File: config.mk
export PLATFORM = sky130hd
export DESIGN_NAME = uart_cmd_controller
export DESIGN_NICKNAME = d
export VERILOG_FILES = /design/src/rtl/uart_cmd_controller.sv
export SDC_FILE = /design/constraint.sdc
export NUM_CORES = 1
export LEC_CHECK = 0
export BUFFER_PORTS_ARGS = -buffer_cell sky130_fd_sc_hd__buf_2
export CORE_UTILIZATION = 29
export DETAILED_ROUTE_END_ITERATION = 7
export PLACE_DENSITY = 0.5
export SYNTH_ARGS = -nofsm -noshare
export SYNTH_HDL_FRONTEND = slang
export SYNTH_SLANG_ARGS = --single-unit
File: constraint.sdc
create_clock -name clk -period 2 [get_ports clk]
set_clock_uncertainty 0.1 [all_clocks]
set_input_delay 0.2 -clock clk [delete_from_list [all_inputs] [get_ports clk]]
set_output_delay 0.2 -clock clk [all_outputs]
set_load 0.02 [all_outputs]
File: src/rtl/uart_cmd_controller.sv
// Command-frame sequencer for the CoreUART wrapper: SYNC/CMD/ADDR/DATA frames drive a small register bank (reg0[3:0] -> LEDs).
// Optional inter-byte timeout enabled by defining UART_CMD_TIMEOUT_EN.
module uart_cmd_controller #(
  parameter int         NUM_REGS    = 4,
  parameter logic [7:0] SYNC_BYTE   = 8'hA5,
  parameter int         TIMEOUT_CYC = 100000
) (
  input  logic       clk,
  input  logic       rst,
  input  logic       rxrdy,
  input  logic [7:0] rx_data,
  input  logic       parity_err,
  input  logic       framing_err,
  input  logic       overflow,
  output logic       oen,
  input  logic       txrdy,
  output logic [7:0] tx_data,
  output logic       wen,
  output logic [3:0] led,
  output logic       busy,
  output logic [7:0] err_cnt,
  output logic       ovf_seen
);
  localparam int AW = (NUM_REGS > 1) ? $clog2(NUM_REGS) : 1;
  localparam logic [7:0] CMD_WR = 8'h57;
  localparam logic [7:0] CMD_RD = 8'h52;
  localparam logic [7:0] ACK    = 8'h06;
  localparam logic [7:0] NAK    = 8'h15;

  if (NUM_REGS < 1 || NUM_REGS > 16 || TIMEOUT_CYC < 1) begin : g_cfg_chk
    $error("uart_cmd_controller: bad parameter set");
  end

  typedef enum logic [2:0] {IDLE, GET_CMD, GET_ADDR, GET_DATA, EXEC, SEND, SEND_WAIT} state_t;
  typedef struct packed {
    logic [7:0] cmd;
    logic [7:0] addr;
    logic [7:0] data;
  } frame_t;

  state_t     state;
  frame_t     frm;
  logic [7:0] resp;
  logic [7:0] regs [NUM_REGS];
  logic       rd_guard;
  logic [1:0] wait_cnt;
`ifdef UART_CMD_TIMEOUT_EN
  localparam int TW = $clog2(TIMEOUT_CYC + 1);
  logic [TW-1:0] tmo_cnt;
`endif

  logic          take, byte_err, addr_ok;
  logic [AW-1:0] idx;

  // A byte is consumed only once per rxrdy assertion; rd_guard waits for rxrdy to drop.
  assign take     = rxrdy && !rd_guard && (state inside {IDLE, GET_CMD, GET_ADDR, GET_DATA});
  assign byte_err = parity_err | framing_err;
  assign addr_ok  = frm.addr < 8'(NUM_REGS);
  assign idx      = frm.addr[AW-1:0];
  assign led      = regs[0][3:0];
  assign busy     = (state != IDLE);

  function automatic logic [7:0] sat_inc(input logic [7:0] v);
    return (v == 8'hFF) ? v : v + 8'd1;
  endfunction

  always_ff @(posedge clk or negedge rst) begin
    if (!rst) begin
      state    <= IDLE;
      frm      <= '0;
      resp     <= '0;
      rd_guard <= 1'b0;
      wait_cnt <= '0;
      oen      <= 1'b1;
      wen      <= 1'b1;
      tx_data  <= '0;
      err_cnt  <= '0;
      ovf_seen <= 1'b0;
      for (int i = 0; i < NUM_REGS; i++) regs[i] <= '0;
`ifdef UART_CMD_TIMEOUT_EN
      tmo_cnt  <= '0;
`endif
    end else begin
      oen      <= 1'b1;
      wen      <= 1'b1;
      ovf_seen <= ovf_seen | overflow;
      if (!rxrdy) rd_guard <= 1'b0;

      if (take) begin
        oen      <= 1'b0;
        rd_guard <= 1'b1;
`ifdef UART_CMD_TIMEOUT_EN
        tmo_cnt  <= '0;
`endif
        if (state == IDLE) begin
          if (!byte_err && rx_data == SYNC_BYTE) state <= GET_CMD;
        end else if (byte_err) begin
          resp    <= NAK;
          err_cnt <= sat_inc(err_cnt);
          state   <= SEND;
        end else begin
          case (state)
            GET_CMD:  begin frm.cmd  <= rx_data; state <= GET_ADDR; end
            GET_ADDR: begin frm.addr <= rx_data; state <= GET_DATA; end
            GET_DATA: begin frm.data <= rx_data; state <= EXEC;     end
            default: ;
          endcase
        end
      end else begin
        case (state)
`ifdef UART_CMD_TIMEOUT_EN
          GET_CMD, GET_ADDR, GET_DATA: begin
            if (tmo_cnt == TW'(TIMEOUT_CYC)) begin
              state   <= IDLE;
              err_cnt <= sat_inc(err_cnt);
            end else begin
              tmo_cnt <= tmo_cnt + 1'b1;
            end
          end
`endif
          EXEC: begin
            if (frm.cmd == CMD_WR && addr_ok) begin
              regs[idx] <= frm.data;
              resp      <= ACK;
            end else if (frm.cmd == CMD_RD && addr_ok) begin
              resp <= regs[idx];
            end else begin
              resp    <= NAK;
              err_cnt <= sat_inc(err_cnt);
            end
            state <= SEND;
          end
          SEND: begin
            if (txrdy) begin
              tx_data  <= resp;
              wen      <= 1'b0;
              wait_cnt <= '0;
              state    <= SEND_WAIT;
            end
          end
          // Leave once the UART has taken the byte, or after 4 cycles regardless.
          SEND_WAIT: begin
            if (!txrdy || wait_cnt == 2'd3) state <= IDLE;
            else wait_cnt <= wait_cnt + 2'd1;
          end
          default: ;
        endcase
      end
    end
  end
endmodule

* Yosys cells after proc, flatten, opt, wreduce, memory -nomap -nowiden *
Cells that the tools add are included.

storage, ports and cells
  flip-flop bits (word level) = 89
  input bits = 15
  output and inout bits = 24

cells by class
  add/subtract/negate cells = 2
  $lt $le $gt $ge = 3
  eq/ne operators = 22
  mux-type cells = 36
  bitwise logic cells = 6
  reduce and logical (&&, ||, !) cells = 25

operator list
  kind                 number
  $mux 8               16
  $bwmux 32            1
  $mux 3               6
  $pmux 3 s3           2
  $bmux 8 s2           1
  $demux 8 s2          1
  $eq 8x7->1 const B   2
  $eq 8x8->1 const B   2
  $reduce_and 4->1     4
  $ne 2x2->1 const B   5
  $reduce_and 5->1     2
  $eq 3x3->1 const B   3
  $reduce_and 3->1     3
  $add 8x1->8 const B  1
  $lt 8x3->1 const B   1
  $reduce_bool 4->1    2
  $eq 3x2->1 const B   2
  $logic_and 1x1->1    6
  $mux 1               6
  $ne 3x3->1 const B   2
  $ne 6x1->1 const B   1
  $mux 2               2
  $ne 2x1->1 const B   2
  $pmux 2 s2           1
  other kinds (14)     20

* Logic depth before layout (Yosys ltp) *
Gate-level depths: netlist of the first run.

  word-level depth = 8
  gate-level depth with buffers = 6

* Worst setup path before layout of the first run *
OpenSTA, ideal clock, no wires.

  path type = register to register
  from = register state[2]
  to = register err_cnt[1]
  setup time = 0.125 ns
  arrival = 1.849 ns
  setup slack = -0.074 ns
  stages on the path, launching flop included = 6
  path buffers = 1
  cell sequence = dfrtp_1 > or3b_4 > o2bb2a_4 > buf_2 > a211oi_4 > mux2_2

on the way
  longest elaborated chain between the ends = 5
  elaborated cells on any way between the ends = 14

ends and longest elaborated chain
  item                                                       RTL line  source
  start, declared                                            41        state_t state;
  start signal, assigned                                     69        state <= IDLE;
  start signal, assigned                                     96        if (!byte_err && rx_data == SYNC_BYTE) state <= GET_CMD;
  start signal, assigned                                     100       state <= SEND;
  $eq 3x1->1, or another cell as far along                   56        assign take = rxrdy && !rd_guard && (state inside {IDLE, GET_CMD, GET_ADDR, GET_DATA});
  $reduce_bool 4->1                                          56
  $logic_and 1x1->1                                          56
  $ne 2x2->1 (no source line), or another cell as far along  --
  $reduce_and 5->1 (no source line)                          --
  end signal, assigned                                       99        err_cnt <= sat_inc(err_cnt);
  end signal, assigned                                       129       err_cnt <= sat_inc(err_cnt);
  end, declared                                              21        output logic [7:0] err_cnt,

Parallel ways exist; a longest one is shown, timed or not.
A chain may end at the register's enable or synchronous reset.

* Worst setup path in the final report of the first run *
  from = register rd_guard
  to = register err_cnt[1]

on the way
  longest elaborated chain between the ends = 5
  elaborated cells on any way between the ends = 10

ends and longest elaborated chain
  item                                                       RTL line  source
  start, declared                                            45        logic rd_guard;
  start signal, assigned                                     72        rd_guard <= 1'b0;
  start signal, assigned                                     87        if (!rxrdy) rd_guard <= 1'b0;
  start signal, assigned                                     91        rd_guard <= 1'b1;
  $logic_not 1->1 (*)                                        56
  $logic_and 1x1->1 (*) (2 in series)                        56
  $ne 2x2->1 (no source line), or another cell as far along  --
  $reduce_and 5->1 (no source line)                          --

Every way passes the cells marked *; elsewhere a longest branch is shown, timed or not.

==> flow_summary_export.csv, run 1 <==
group,metric,value,unit
drt,drt_iter0_markers,71,
clock_tree,clockRootBuffer,"clkbuf_16",
floorplanning,start_util,29.9,%
global_route,grt_max_degree,52,
pwr,p_int,3.81,mW
pwr,p_sw_share,32.3,%
place,dp_hpwl,5890,um
logic_synthesis,synth_edf_count,0,
place,place_ws,-93.0,ps
clock_tree,cts.sinks,89,
logic_synthesis,synthCells,293,
drt,drt.antenna.violating_nets,0,
final_layout,nets,371,
drt,viasPerCell,4.71,
logic_synthesis,synth_top_family_by_area,"multiplexers",
global_route,grt_util_all_layers,12.8,%
sta,fin_tns_setup,0,ps
pwr,seqPwrFrac,42.8,%
final_layout,drive_above_1_share,47.1,%
pwr,ir_drop,0.407,mV
sta,holdWs,36.0,ps
logic_synthesis,synth_warnings,0,
sta,layout_setup_ws,6.81,ps
clock_tree,cts_buffer_depth,2,
logic_synthesis,synth.area.top_cells,"dfrtp_1 (55%), mux2_2 (18%), mux4_2 (4.5%), nand2_1 (2.0%), nand3_1 (1.8%)",
drt,wl_per_cell,15.7,um
logic_synthesis,yosysTopAreaCell,"dfrtp_1",
global_route,grt_overflow,0,
sta,setup-violations-final,0,
job,max_cap_viol_count,0,
drt,wirelength,8380,um
global_route,grt_pass1_vias,2578,
logic_synthesis,async_flop_share,100,%
global_route,busiest_layer,"met2",
clock_tree,cts.clk_slew.worst_paths,70,ps
sta,finalCritPeriodShare,99.7,%
place,dpl.cell_count,516,
logic_synthesis,synth_ff_type,"dfrtp_1",
global_route,use_met2,20.8,%
logic_synthesis,yosysSeqAreaShare,56.2,%
clock_tree,cts_tree,"built",
setup_path,cp-start-kind,"flop",
floorplanning,io_pins,39,
logic_synthesis,yosysTopAreaCellShare,54.8,%
setup_path,worstPathArrival,2120,ps
floorplanning,rows,42,
logic_synthesis,synth.area.mux_share,22.9,%
logic_synthesis,synth.cell_area,3970,sq um
drt,vias,2521,
clock_tree,clock_latency,340,ps
setup_path,endpoint_kind,"flop",
pwr,clkPwrFrac,30.3,%
setup_path,reg2regPathDepth,4,
logic_synthesis,ys_top_cells_by_count,"dfrtp_1 (87), mux2_2 (64), nand2_1 (21)",
pwr,switchingPower,1.82,mW
min_path,hp-class,"input port to flop",
logic_synthesis,synth_nets,310,
sta,fmax,0.502,GHz
setup_path,crit_fanout,7,
final_layout,layoutNonFillerInstCount,535,
floorplanning,fp.dieW,119,um
global_route,grt_use_met3,3.30,%
logic_synthesis,synth-seq-cells,89,
drt,dr.pass1.iters,4,
logic_synthesis,ys_types,46,
place,dpl_cell_area,4500,sq um
sta,maxSlewViolCount,0,
global_route,antenna_found_initial,0,
final_layout,nFillCells,1302,
pwr,power_density,1140,nW/um^2
floorplanning,coreArea,13300,sq um
sta,final-hold-violation-count,0,
floorplanning,die_area,14200,sq um
global_route,grt_use_met1,16.5,%
sta,worst_slew_pin_slew,520,ps
sta,relSlewSlack,65.0,%
setup_path,crit_type,"flop to flop",
logic_synthesis,synth-compound-area-share,5.83,%
drt,drc,0,
final_layout,antenna_cells,0,
logic_synthesis,yosys.area_share.simple,11.1,%
place,port_buffers,38,
setup_path,cp.required,2130,ps
floorplanning,dieHeight,119,um
final_layout,fin_area,4950,sq um
clock_tree,ctsHtreeMaxLevel,3,
global_route,grt_pass1_wl,13900,um
final_layout,areaGrowthSynthToFinish,24.7,%
status,status,"complete, no violations",
sta,rsz0062_at_grt,"yes",
sta,period_minus_slack,1990,ps
pwr,p_leak,2.28,nW
logic_synthesis,synthAdderAreaFrac,0.630,%
pwr,p_comb_share,26.9,%
logic_synthesis,synthXorXnorAreaFrac,1.32,%
logic_synthesis,yosysMostFrequentCell,"dfrtp_1",
logic_synthesis,syn_avg_cell_area,13.5,sq um
clock_tree,cts_made_buffers,9,
place,gp_congestion,0.705,
min_path,hold_depth,2,
==> worst max-delay path: stages (launching register included) <==
cell and delay, ps:
dfrtp_1 390, or3b_4 430, and4_2 240, a211oi_4 390, mux2_4 330
==> per-layer routing <==
layer | part of all wire (%) | wire length, um | vias to the layer above
met5 | 0 | 0 | -
met4 | 1.4 | 114 | 0
met3 | 3.6 | 302 | 10
met2 | 49 | 4100 | 38
met1 | 46 | 3860 | 1278
li1 | - | - | 1195
==> sequential cells by signal (all words and copies together), names as in the netlist <==
register,cells
err_cnt,8
frm,24
led,4
oen,1
ovf_seen,1
rd_guard,1
regs,28
resp,8
state,3
tx_data,8
wait_cnt,2
wen,1
==> cell type report <==
type	instances	area [sq um]	area share [%]
Sequential cell	89	2230	45.0
Multi-Input combinational cell	188	1770	35.8
Inverter	3	11.3	0.228
Clock inverter	6	66.3	1.34
Clock buffer	10	239	4.83
Tap cell	176	220	4.45
Timing Repair Buffer	63	413	8.34
==> cell families after synthesis <==
kind of cell               after synthesis
DFF                                     89
adders and majority gates                2
and+or+nand+nor                         75
muxes                                   73
AOI/OAI and AO/OA                       32
buffers and inverters                   16
xor gates and xnor gates                 6
==> worst paths after layout <==
path,slack (ps),to,from
worst max-delay path,7,err_cnt[1]$_DFFE_PN0P_,rd_guard$_DFFE_PN0P_
worst min-delay path,40,rd_guard$_DFFE_PN0P_,rxrdy
worst max register to register,7,err_cnt[1]$_DFFE_PN0P_,rd_guard$_DFFE_PN0P_
worst min register to register,360,ovf_seen$_DFF_PN0_,ovf_seen$_DFF_PN0_
max in group asynchronous,1000,oen$_DFF_PN1_,rst
min in group asynchronous,170,regs[13]$_DFFE_PN0P_,rst
==> per-stage QoR <==
step / total power [mW] / util (%)
floorplan: 3.37 / -
global placement: 3.83 / 33.9
detailed placement: 3.86 / 33.9
CTS: 5.62 / 36.5
global route: 5.96 / 37.2
finish: 5.63 / 37.2
==> layout by cell type, fill, tap and decap left out, types with 2 or more instances in the layout <==
master and n:
dfrtp_1 87, mux2_2 55, buf_2 37, nand2_1 20, buf_4 19, nand3_1 14, o21ai_0 13, mux2_4 9
clkbuf_16 9, mux4_2 8, nor2_1 8, nor2b_1 5, a21oi_1 5, xnor2_1 5, buf_6 4, or2_2 3
nor4_4 3, inv_1 3, nor4bb_1 3, nand2b_1 3, o22a_1 2, nand4_1 2, nor3_4 2, nor3_1 2
ha_1 2, clkinv_2 2, clkinv_4 2, dlygate4sd3_1 2, dfstp_2 2
==> what timing repair did <==
action                                 in CTS  in global routing
cloned                                      0                  0
resized for setup                           7                 17
hold buffers                                2                  0
setup endpoints to repair                  40                 46
pin swaps                                   4                  5
endpoints found under the hold margin      51                  0
buffers inserted                            0                  1
==> power groups by stage <==
stage | Combinational, mW | Sequential (mW) | Clock (mW)
finish | 1.52 | 2.41 | 1.70
global route | 1.67 | 2.46 | 1.83
CTS | 1.48 | 2.39 | 1.76
detailed placement | 1.46 | 2.41 | 0
global placement | 1.43 | 2.39 | 0
floorplan | 0.946 | 2.42 | 0
(Power assumes the default switching activity.)
==> run 2, diff against run 1 <==
--- a/config.mk
+++ b/config.mk
@@ -6,9 +6,11 @@
 export NUM_CORES = 1
 export LEC_CHECK = 0
 export BUFFER_PORTS_ARGS = -buffer_cell sky130_fd_sc_hd__buf_2
+export CORE_MARGIN = 4
 export CORE_UTILIZATION = 29
 export DETAILED_ROUTE_END_ITERATION = 7
 export PLACE_DENSITY = 0.5
+export RECOVER_POWER = 25
 export SYNTH_ARGS = -nofsm -noshare
 export SYNTH_HDL_FRONTEND = slang
 export SYNTH_SLANG_ARGS = --single-unit
==> flow_summary_export.csv, run 2 (synthesis results as in run 1) <==
group,metric,value,unit
global_route,antenna_found_initial,0,
drt,wirelength,8500,um
sta,fin_tns_setup,0,ps
sta,period_minus_slack,1980,ps
place,dp_hpwl,6140,um
floorplanning,start_util,29.7,%
clock_tree,clock_latency,330,ps
pwr,p_leak,2.27,nW
final_layout,drive_above_1_share,47.8,%
clock_tree,cts_tree,"built",
global_route,grt_max_degree,42,
place,gp_congestion,0.735,
min_path,hp-class,"input port to flop",
final_layout,largest_reg_flops,28,
sta,rsz0062_at_grt,"yes",
global_route,grt_pass1_vias,2656,
floorplanning,rows,42,
sta,final-hold-violation-count,0,
global_route,grt_pass1_wl,14200,um
place,dpl.cell_count,521,
floorplanning,coreArea,13300,sq um
sta,maxSlewViolCount,0,
clock_tree,clockRootBuffer,"clkbuf_16",
setup_path,crit_fanout,7,
floorplanning,dieHeight,125,um
job,max_cap_viol_count,0,
status,status,"complete, no violations",
final_layout,layoutNonFillerInstCount,542,
floorplanning,fp.dieW,125,um
final_layout,largest-register,"regs",
clock_tree,cts.clk_slew.worst_paths,60,ps
sta,fmax,0.506,GHz
final_layout,final_cell_mix,"dfrtp_1 (87), mux2_2 (54), buf_2 (37)",
final_layout,antenna_cells,0,
floorplanning,die_area,15600,sq um
floorplanning,io_pins,39,
drt,vias,2547,
sta,setup-violations-final,0,
setup_path,cp-start-kind,"flop",
drt,dr.pass1.iters,4,
drt,drt_iter0_markers,113,
drt,drc,0,
setup_path,endpoint_kind,"flop",
setup_path,crit_type,"flop to flop",
pwr,ir_drop,0.390,mV
final_layout,nets,378,
sta,finalCritPeriodShare,98.9,%
final_layout,layout_commonest_cell,"dfrtp_1",
pwr,power_density,1130,nW/um^2
global_route,grt_util_all_layers,11.3,%
setup_path,cp.required,2120,ps
clock_tree,cts_made_buffers,9,
final_layout,areaGrowthSynthToFinish,25.9,%
final_layout,reg_top3,"regs: 28 flops, frm: 24 flops",
clock_tree,cts_buffer_depth,2,
setup_path,worstPathArrival,2100,ps
drt,wl_per_cell,15.7,um
place,port_buffers,38,
sta,worst_slew_pin_slew,1060,ps
clock_tree,cts.sinks,89,
clock_tree,ctsHtreeMaxLevel,3,
sta,relSlewSlack,29.1,%
drt,drt.antenna.violating_nets,0,
global_route,grt_overflow,0,
drt,viasPerCell,4.70,
==> run 2: changes by cell type in the layout (fill, tap and decap cells not counted), sizes merged <==
cell,before,now
clkinv,4,2
clkbuf,10,11
buf,61,67
clkinvlp,0,2
==> run 2: what timing repair did <==
action | 4_1_cts | 5_1_grt
hold endpoints to repair | 39 | 0
pin swaps | 1 | 3
endpoints found under the setup margin | 40 | 56
buffers inserted | 0 | 3
hold buffers | 2 | 0
gates resized for setup | 11 | 13
==> run 2: stage by stage <==
| stage | hold slack (ps) | instance area [sq um] | setup WS, ps | utilization, % | total power [mW] |
|---|---|---|---|---|---|
| 3_5_place_dp | 126 | 4550 | -126 | 34.1 | 3.93 |
| 5_1_grt | 39.2 | 5000 | -52.0 | 37.4 | 6.00 |
| 4_1_cts | 35.8 | 4920 | -23.1 | 36.9 | 5.65 |
| 6_report | 43.0 | 5000 | 22.0 | 37.4 | 5.66 |
| 3_3_place_gp | 126 | 4550 | -105 | 34.1 | 3.88 |
| 2_1_floorplan | -196 | 3990 | -25.0 | - | 3.37 |
==> run 2: per-layer routing <==
metal	vias to the layer above	global-route usage, %	part of all wire (%)
li1	1212	-	-
met1	1291	15.4	48
met2	37	17.9	48
met3	7	2.73	3.2
met4	0	3.25	1.1
met5	-	0	0
==> run 2: worst max-delay path: stages (launching register included) <==
cell      delay (ps)
dfrtp_1          390
or3b_4           450
and4_2           240
a211oi_4         240
buf_6            150
mux2_4           290
==> run 2: path summary, 6_finish.rpt <==
| path | from | endpoint | slack, ps | cells past startpoint |
|---|---|---|---|---|
| worst max-delay path | rd_guard$_DFFE_PN0P_ | err_cnt[1]$_DFFE_PN0P_ | 20 | 5 |
| worst min-delay path | rxrdy | rd_guard$_DFFE_PN0P_ | 40 | 2 |
| worst max register to register | rd_guard$_DFFE_PN0P_ | err_cnt[1]$_DFFE_PN0P_ | 20 | 5 |
| worst min register to register | ovf_seen$_DFF_PN0_ | ovf_seen$_DFF_PN0_ | 360 | 1 |
| max in group asynchronous | rst | oen$_DFF_PN1_ | 500 | 3 |
| min in group asynchronous | rst | err_cnt[0]$_DFFE_PN0P_ | 490 | 2 |
==> run 2: final cells by class <==
class	instances	area, sq um
clock buffers	10	229
clock inverters	6	67.6
fillers	1313	8350
inverters	3	11.3
multi-input cells	188	1760
flip-flops and latches	89	2230
well taps	176	220
repair buffers	70	483
==> run 2: where the power goes <==
part | switching (mW) | internal (mW)
clock network | 0.694 | 0.973
registers | 0.292 | 2.09
logic | 0.834 | 0.772
==> run 3, diff against run 2 <==
--- a/config.mk
+++ b/config.mk
@@ -10,7 +10,7 @@
 export CORE_UTILIZATION = 29
 export DETAILED_ROUTE_END_ITERATION = 7
 export PLACE_DENSITY = 0.5
-export RECOVER_POWER = 25
+export RECOVER_POWER = 50
 export SYNTH_ARGS = -nofsm -noshare
 export SYNTH_HDL_FRONTEND = slang
 export SYNTH_SLANG_ARGS = --single-unit
==> flow_summary_export.csv, run 3 (synthesis results as in run 1) <==
group,metric,value,unit
status,status,"complete, no violations",
sta,relSlewSlack,32.0,%
pwr,power_density,1140,nW/um^2
drt,dr.pass1.iters,4,
final_layout,reg_top3,"regs: 28 flops, frm: 24 flops",
floorplanning,io_pins,39,
global_route,grt_pass1_wl,14200,um
setup_path,cp.required,2120,ps
global_route,grt_util_all_layers,11.3,%
final_layout,nets,378,
drt,vias,2547,
floorplanning,coreArea,13300,sq um
place,gp_congestion,0.735,
drt,drc,0,
global_route,grt_max_degree,42,
drt,wl_per_cell,15.7,um
floorplanning,rows,42,
clock_tree,clock_latency,330,ps
sta,final-hold-violation-count,0,
floorplanning,die_area,15600,sq um
pwr,ir_drop,0.390,mV
final_layout,layout_commonest_cell,"dfrtp_1",
final_layout,final_util,37.2,%
sta,rsz0062_at_grt,"yes",
final_layout,drive_above_1_share,45.4,%
clock_tree,cts_made_buffers,9,
floorplanning,fp.dieW,125,um
final_layout,nFillCells,1318,
final_layout,final_cell_mix,"dfrtp_1 (87), mux2_2 (54), buf_2 (28)",
clock_tree,cts_buffer_depth,2,
sta,setup-violations-final,0,
place,dp_hpwl,6140,um
drt,drt.antenna.violating_nets,0,
clock_tree,clockRootBuffer,"clkbuf_16",
floorplanning,start_util,29.7,%
sta,worst_slew_pin_slew,1020,ps
final_layout,areaGrowthSynthToFinish,25.2,%
sta,period_minus_slack,1980,ps
clock_tree,cts_tree,"built",
clock_tree,ctsHtreeMaxLevel,3,
final_layout,largest_reg_flops,28,
global_route,grt_overflow,0,
clock_tree,cts.clk_slew.worst_paths,60,ps
sta,maxSlewViolCount,0,
job,max_cap_viol_count,0,
sta,fmax,0.506,GHz
place,port_buffers,38,
setup_path,crit_type,"flop to flop",
floorplanning,dieHeight,125,um
drt,drt_iter0_markers,116,
setup_path,endpoint_kind,"flop",
pwr,finalPower,5.65,mW
final_layout,largest-register,"regs",
min_path,hp-class,"input port to flop",
setup_path,worstPathArrival,2100,ps
sta,finalCritPeriodShare,98.8,%
setup_path,crit_fanout,7,
drt,wirelength,8490,um
global_route,antenna_found_initial,0,
pwr,p_leak,2.24,nW
final_layout,antenna_cells,0,
drt,viasPerCell,4.70,
setup_path,cp-start-kind,"flop",
global_route,grt_pass1_vias,2656,
clock_tree,cts.sinks,89,
sta,holdWs,42.9,ps
[run 3: worst max-delay path, stage by stage (launching register included)]
cell and delay, ps:
dfrtp_1 390, or3b_4 450, and4_2 240, a211oi_4 240, buf_6 150, mux2_4 290
[run 3: report_power, final]
group          internal, mW  switching, mW  leakage [nW]  total (mW)
Combinational         0.764          0.832         0.927        1.60
Clock                 0.973          0.695         0.139        1.67
Sequential             2.09          0.293          1.17        2.38
Total                  3.83           1.82          2.24        5.65
[run 3: area by class of cell]
class                      count  area (sq um)  share of cell area [%]
tap                          176           220                    4.43
clock buffer                  10           229                    4.61
inverter                       3          11.3                   0.227
clock inverter                 6          67.6                    1.36
multi-input combinational    188          1760                    35.3
sequential                    89          2230                    44.9
timing repair buffer          70           457                    9.19
[run 3: through the flow]
step	instances	setup slack, ps	setup TNS [ps]	cell area [sq um]
finish	542	23.3	0	4970
global route	542	-52.0	-2050	4970
CTS	539	-23.1	-175	4920
detailed placement	521	-126	-2890	4550
global placement	521	-105	-2600	4550
floorplan	293	-25.0	-418	3990
[run 3: path summary, 6_finish.rpt]
| kind | slack, ps | start | to | depth (start not counted) |
|---|---|---|---|---|
| min in group asynchronous | 470 | rst | err_cnt[0]$_DFFE_PN0P_ | 2 |
| worst max register to register | 20 | rd_guard$_DFFE_PN0P_ | err_cnt[1]$_DFFE_PN0P_ | 5 |
| max in group asynchronous | 250 | rst | oen$_DFF_PN1_ | 3 |
| worst max-delay path | 20 | rd_guard$_DFFE_PN0P_ | err_cnt[1]$_DFFE_PN0P_ | 5 |
| worst min-delay path | 40 | rxrdy | rd_guard$_DFFE_PN0P_ | 2 |
| worst min register to register | 370 | ovf_seen$_DFF_PN0_ | ovf_seen$_DFF_PN0_ | 1 |
[run 3: repair_timing]
| action | in CTS | in global routing |
|---|---|---|
| pin swaps | 1 | 3 |
| endpoints found under the setup margin | 40 | 56 |
| hold endpoints to repair | 39 | 0 |
| hold buffers | 2 | 0 |
| resized for setup | 11 | 13 |
| setup buffers | 0 | 3 |
[run 3: layer usage]
layer	vias up	global-route usage (%)	share of wire, %
li1	1211	-	-
met3	7	2.73	3.3
met1	1292	15.4	48
met2	37	17.9	48
met4	0	3.25	1.1
met5	-	0	0
